[config.mk]
export PLATFORM = sky130hd
export DESIGN_NAME = multicycle_ctrl
export DESIGN_NICKNAME = d
export VERILOG_FILES = /design/src/rtl/multicycle_ctrl.sv
export SDC_FILE = /design/constraint.sdc
export NUM_CORES = 1
export LEC_CHECK = 0
export CAP_MARGIN = 20
export CORE_MARGIN = 2
export CORE_UTILIZATION = 30
export DETAILED_ROUTE_END_ITERATION = 7
export HOLD_SLACK_MARGIN = 0.1
export RECOVER_POWER = 50
export SLEW_MARGIN = 40
export SYNTH_ARGS = -nofsm -noshare
export SYNTH_HDL_FRONTEND = slang
export SYNTH_SLANG_ARGS = --single-unit
[constraint.sdc]
create_clock -name clk -period 1.9 [get_ports clk]
set_clock_uncertainty 0.2 [all_clocks]
set_input_delay 0.285 -clock clk [delete_from_list [all_inputs] [get_ports clk]]
set_output_delay 0.285 -clock clk [all_outputs]
set_load 0.05 [all_outputs]
[src/rtl/multicycle_ctrl.sv]
// Multicycle RV32I control FSM: fetch/decode/execute/memory/writeback sequencing.
// Optional feature macro: ILLEGAL_OP_TRAP_EN (unknown opcodes trap instead of running as a NOP).
module multicycle_ctrl (
    input  logic       clk,
    input  logic       rst,
    input  logic [6:0] op,
    input  logic [2:0] func,
    input  logic       func1,
    input  logic       br_taken,
    input  logic       imem_ready,
    input  logic       dmem_ready,
    output logic       imem_req,
    output logic       ir_we,
    output logic       dmem_req,
    output logic       dmem_we,
    output logic       pc_we,
    output logic       pc_src,
    output logic       alu_a_sel,
    output logic       alu_b_sel,
    output logic [2:0] alu_mode,
    output logic       alu_alt,
    output logic       reg_we,
    output logic [1:0] wb_sel,
    output logic [2:0] state,
    output logic       illegal
);

    typedef enum logic [2:0] {
        S_IDLE   = 3'd0,
        S_FETCH  = 3'd1,
        S_DECODE = 3'd2,
        S_EXEC   = 3'd3,
        S_MEM    = 3'd4,
        S_WB     = 3'd5,
        S_TRAP   = 3'd6
    } state_t;

    localparam logic [6:0] OP_R     = 7'b0110011;
    localparam logic [6:0] OP_I     = 7'b0010011;
    localparam logic [6:0] OP_LOAD  = 7'b0000011;
    localparam logic [6:0] OP_STORE = 7'b0100011;
    localparam logic [6:0] OP_B     = 7'b1100011;
    localparam logic [6:0] OP_JAL   = 7'b1101111;
    localparam logic [6:0] OP_JALR  = 7'b1100111;
    localparam logic [6:0] OP_LUI   = 7'b0110111;
    localparam logic [6:0] OP_AUIPC = 7'b0010111;

    state_t     r_state;
    state_t     w_next;
    logic [6:0] r_op;
    logic [2:0] r_func;
    logic       r_func1;

    logic       w_a_sel;
    logic       w_b_sel;
    logic [2:0] w_mode;
    logic       w_alt;

`ifdef ILLEGAL_OP_TRAP_EN
    function automatic logic is_known(input logic [6:0] o);
        case (o)
            OP_R, OP_I, OP_LOAD, OP_STORE, OP_B,
            OP_JAL, OP_JALR, OP_LUI, OP_AUIPC: is_known = 1'b1;
            default:                           is_known = 1'b0;
        endcase
    endfunction
`endif

    always_ff @(posedge clk or posedge rst) begin
        if (rst) begin
            r_state <= S_IDLE;
        end else begin
            r_state <= w_next;
        end
    end

    always_ff @(posedge clk or posedge rst) begin
        if (rst) begin
            r_op    <= '0;
            r_func  <= '0;
            r_func1 <= 1'b0;
        end else if (r_state == S_DECODE) begin
            r_op    <= op;
            r_func  <= func;
            r_func1 <= func1;
        end
    end

    // ALU operand/mode selects are a function of the latched instruction only,
    // so they stay stable from EXEC through MEM and WB.
    always_comb begin
        w_a_sel = 1'b0;
        w_b_sel = 1'b0;
        w_mode  = '0;
        w_alt   = 1'b0;
        case (r_op)
            OP_R: begin
                w_mode = r_func;
                w_alt  = r_func1;
            end
            OP_I: begin
                w_b_sel = 1'b1;
                w_mode  = r_func;
                w_alt   = (r_func == 3'b101) ? r_func1 : 1'b0;
            end
            OP_LOAD, OP_STORE, OP_JALR: begin
                w_b_sel = 1'b1;
            end
            OP_AUIPC, OP_JAL, OP_B: begin
                w_a_sel = 1'b1;
                w_b_sel = 1'b1;
            end
            default: ;
        endcase
    end

    always_comb begin
        w_next    = r_state;
        imem_req  = 1'b0;
        ir_we     = 1'b0;
        dmem_req  = 1'b0;
        dmem_we   = 1'b0;
        pc_we     = 1'b0;
        pc_src    = 1'b0;
        alu_a_sel = 1'b0;
        alu_b_sel = 1'b0;
        alu_mode  = '0;
        alu_alt   = 1'b0;
        reg_we    = 1'b0;
        wb_sel    = '0;
        case (r_state)
            S_IDLE: w_next = S_FETCH;
            S_FETCH: begin
                imem_req = 1'b1;
                ir_we    = imem_ready;
                if (imem_ready) w_next = S_DECODE;
            end
            S_DECODE: begin
`ifdef ILLEGAL_OP_TRAP_EN
                w_next = is_known(op) ? S_EXEC : S_TRAP;
`else
                w_next = S_EXEC;
`endif
            end
            S_EXEC: begin
                alu_a_sel = w_a_sel;
                alu_b_sel = w_b_sel;
                alu_mode  = w_mode;
                alu_alt   = w_alt;
                case (r_op)
                    OP_R, OP_I, OP_JALR, OP_AUIPC, OP_JAL, OP_LUI: w_next = S_WB;
                    OP_LOAD, OP_STORE: w_next = S_MEM;
                    OP_B: begin
                        pc_we  = 1'b1;
                        pc_src = br_taken;
                        w_next = S_FETCH;
                    end
                    default: begin
                        pc_we  = 1'b1;
                        w_next = S_FETCH;
                    end
                endcase
            end
            S_MEM: begin
                alu_a_sel = w_a_sel;
                alu_b_sel = w_b_sel;
                alu_mode  = w_mode;
                alu_alt   = w_alt;
                dmem_req  = 1'b1;
                dmem_we   = (r_op == OP_STORE);
                if (dmem_ready) begin
                    if (r_op == OP_STORE) begin
                        pc_we  = 1'b1;
                        w_next = S_FETCH;
                    end else begin
                        w_next = S_WB;
                    end
                end
            end
            S_WB: begin
                alu_a_sel = w_a_sel;
                alu_b_sel = w_b_sel;
                alu_mode  = w_mode;
                alu_alt   = w_alt;
                reg_we    = 1'b1;
                pc_we     = 1'b1;
                pc_src    = (r_op == OP_JAL) || (r_op == OP_JALR);
                case (r_op)
                    OP_LOAD:         wb_sel = 2'd1;
                    OP_JAL, OP_JALR: wb_sel = 2'd2;
                    OP_LUI:          wb_sel = 2'd3;
                    default:         wb_sel = 2'd0;
                endcase
                w_next = S_FETCH;
            end
            S_TRAP: w_next = S_TRAP;
            default: w_next = S_IDLE;
        endcase
    end

    assign state = r_state;

`ifdef ILLEGAL_OP_TRAP_EN
    assign illegal = (r_state == S_TRAP);
`else
    assign illegal = 1'b0;
`endif

endmodule

==> impl_metrics.toml <==
[run_status]
outcome = "finished, violations left"
violations = "negative setup slack"

[synth]
ys_seq_area_share_pct = 36.2
synth-compound-area-share_pct = 10.6
synthMuxAreaShare_pct = 15.0
synth_seq_cells = 14
synth_top_family_by_area = "simple AND/OR/NAND/NOR gates"
ys_warn_count = 0
synth_edf_count = 0
synth_fa_ha_area_share_pct = 0
ys.flop_type = "dfrtp_1"
syn_inst = 92
ys_async_sr_fraction_pct = 100
synth-xor-area-share_pct = 0
synth-simple-area-share_pct = 28.6
avgSynthCellArea_sq_um = 10.5
syn_area_sq_um = 968
yosysUniqueCellTypes = 37
syn-num-nets = 108

[clocking]
numCtsBuffers = 3
cts_buffer_depth = 2
clk_latency_ns = 0.27
cts_hold_buf = 0
cts_root_buf = "clkbuf_4"
cts_max_level = 1
clk_pin_slew_worst_paths_ns = 0.08
cts_tree = "yes"
cts.sinks = 14

[flow_run]
drv_cap = 0

[grt]
antenna_found_initial = 0
grt_pass1_wl_um = 4130
grtUsageTotal_pct = 14.8
grt_pass1_vias = 941
grt_max_degree = 15
grt-ovfl-total = 0

[drt]
drtPass1Iterations = 4
routed_via_density = 4.69
remaining_drc_errors = 0
routed_wl_um = 2530
vias = 891
final_antenna_net_count = 0
wl_per_cell_um = 13.3
drt_iter0_drc = 7

[sta]
layout_setup_ws_ns = -0.211
post-route-period-util_pct = 111
tightest_slew_ns = 0.588
hold_viol = 0
drv_slew = 0
fmax_ghz = 0.474
timing.hold.ws_ns = 0.275
slew_headroom_pct = 61.0
setup_viol = 11
rsz0062_at_grt = "true"
finalCriticalPeriod_ns = 2.11

[setup_path]
slowest_delay_ns = 0.46
crit_required_ns = 1.41
crit_path_end_kind = "output pin"
worstPathArrival_ns = 1.63
cpMaxStageDelayCell = "dfrtp_1"
critPathKind = "reg -> out"
crit_fanout = 5
crit_buf_inv = 1
crit_path_cell_trace = "nand3b_1, nand2_2, and3_4, o211a_4, buf_12"
cp_top_family = "simple AND/OR/NAND/NOR gates"
cp-start-kind = "flop"

[die]
start_util_pct = 31.7
die_area_sq_mm = 0.00370
fp-row-count = 20
core_region_area_sq_mm = 0.00305
fp.dieH_um = 60.8
chipWidth_um = 60.8
ios = 35

[power]
finalPower_mw = 0.507
pwr_density_cell_mw_per_mm2 = 271
ir_worst_vdd_mv = 0.292
power_leakage_nw = 0.859

[layout]
nFillCells = 261
area.growth.synth_to_final_pct = 92.9
layout.cells.non_filler = 190
nNetsFinal = 163
multi_input_area_sq_um = 719
antenna_cells = 0
final-seq-area_sq_um = 359
drive_above_1_share_pct = 69.2

[place]
finalWeightedCongestion = 0.740
hpwlAfterDp_um = 1860
io_buffers = 33
dp_cells = 174

[worst_hold_path]
worstHoldPathType = "in -> async"
==> routing by layer <==
metal / global-route usage, % / wire (um) / up-vias / part of all wire, %
met4: 6.21 / 12 / 0 / 0.47
met1: 18.5 / 1130 / 432 / 45
met3: 2.13 / 108 / 2 / 4.3
met5: 0 / 0 / - / 0
met2: 25.5 / 1280 / 22 / 50
li1: - / - / 435 / -
==> worst reg2reg max path: stages (launching register included) <==
cell      delay [ns]
dfrtp_2         0.45
buf_6           0.13
clkinv_4        0.05
buf_4           0.13
nor3_2          0.19
buf_4           0.21
mux2_2          0.34
==> timing repair <==
| item | in CTS | in global routing |
|---|---|---|
| setup endpoints to repair | 12 | 12 |
| pin swaps | 13 | 8 |
| resized for setup | 26 | 11 |
| buffers inserted | 8 | 4 |
==> cell families (layout without fill, tap and decap cells) <==
logic type | Yosys count | count (layout)
AOI/OAI and AO/OA | 11 | 11
and+or+nand+nor | 41 | 41
DFF | 14 | 14
other | 1 | 1
muxes | 13 | 13
buffers and inverters | 12 | 66
==> final cells by class <==
cell class	instances	area share, %
repair buffers	57	36.4
clock buffers	4	1.41
well taps	44	2.95
multi-input cells	66	38.5
flip-flops and latches	14	19.2
inverters	5	1.47
==> cells in the mapped netlist (all sizes together) (2+ instances only) <==
cell type,count,area [sq um]
nand4b,3,41.3
mux2,12,135
and3,4,25.0
nand2,5,18.8
and2,3,18.8
inv,5,18.8
nor3,2,15.0
buf,7,71.3
nand3,6,35.0
nor2,8,30.0
nand3b,2,15.0
o21ai,2,10.0
nor2b,2,20.0
dfrtp,14,350
==> sequential cells by signal, summed over array words and instances (netlist names) <==
name,flops
r_func,3
r_func1,1
r_op,7
state,3
==> layout by cell type, fill, tap and decap left out, types with 3 or more instances in the layout <==
cell,netlist,layout
and3_4,0,3
mux2_2,12,11
buf_4,2,20
clkdlybuf4s50_1,0,14
buf_12,0,16
and2_4,0,3
dfrtp_1,14,7
nand3_1,5,3
clkbuf_4,0,3
nor2_4,0,4
buf_6,5,5
nand2_2,0,3
dfrtp_2,0,7
==> through the flow <==
step / util [%] / worst slack [ns] / setup TNS (ns) / cell area [sq um]
floorplan: - / -0.0693 / -0.144 / 1060
global placement: 53.2 / -0.0183 / -0.0183 / 1620
detailed placement: 53.2 / -0.0164 / -0.0232 / 1620
CTS: 59.1 / -0.201 / -1.79 / 1800
global route: 61.2 / -0.272 / -2.60 / 1870
finish: 61.2 / -0.211 / -1.85 / 1870
==> power breakdown <==
group	switching, mW	internal (mW)	total, mW
combinational	0.0156	0.0269	0.0424
clock	0.0855	0.0812	0.167
sequential	0	0.298	0.298
total	0.101	0.406	0.507
==> final timing paths <==
| check | depth (start not counted) | slack (ns) | from | endpoint |
|---|---|---|---|---|
| setup reg to reg | 6 | 0.09 | state[1] | r_op[4] |
| min in group clk | 1 | 0.34 | r_func[2] | r_func[2] |
| setup / recovery | 5 | -0.21 | state[2] | alu_alt |
| hold / removal | 2 | 0.27 | rst | r_func[0] |
| max in group asynchronous | 2 | 0.84 | rst | r_op[3] |
| hold reg to reg | 1 | 0.34 | r_func[2] | r_func[2] |
Power figures use the tool's default switching activity.
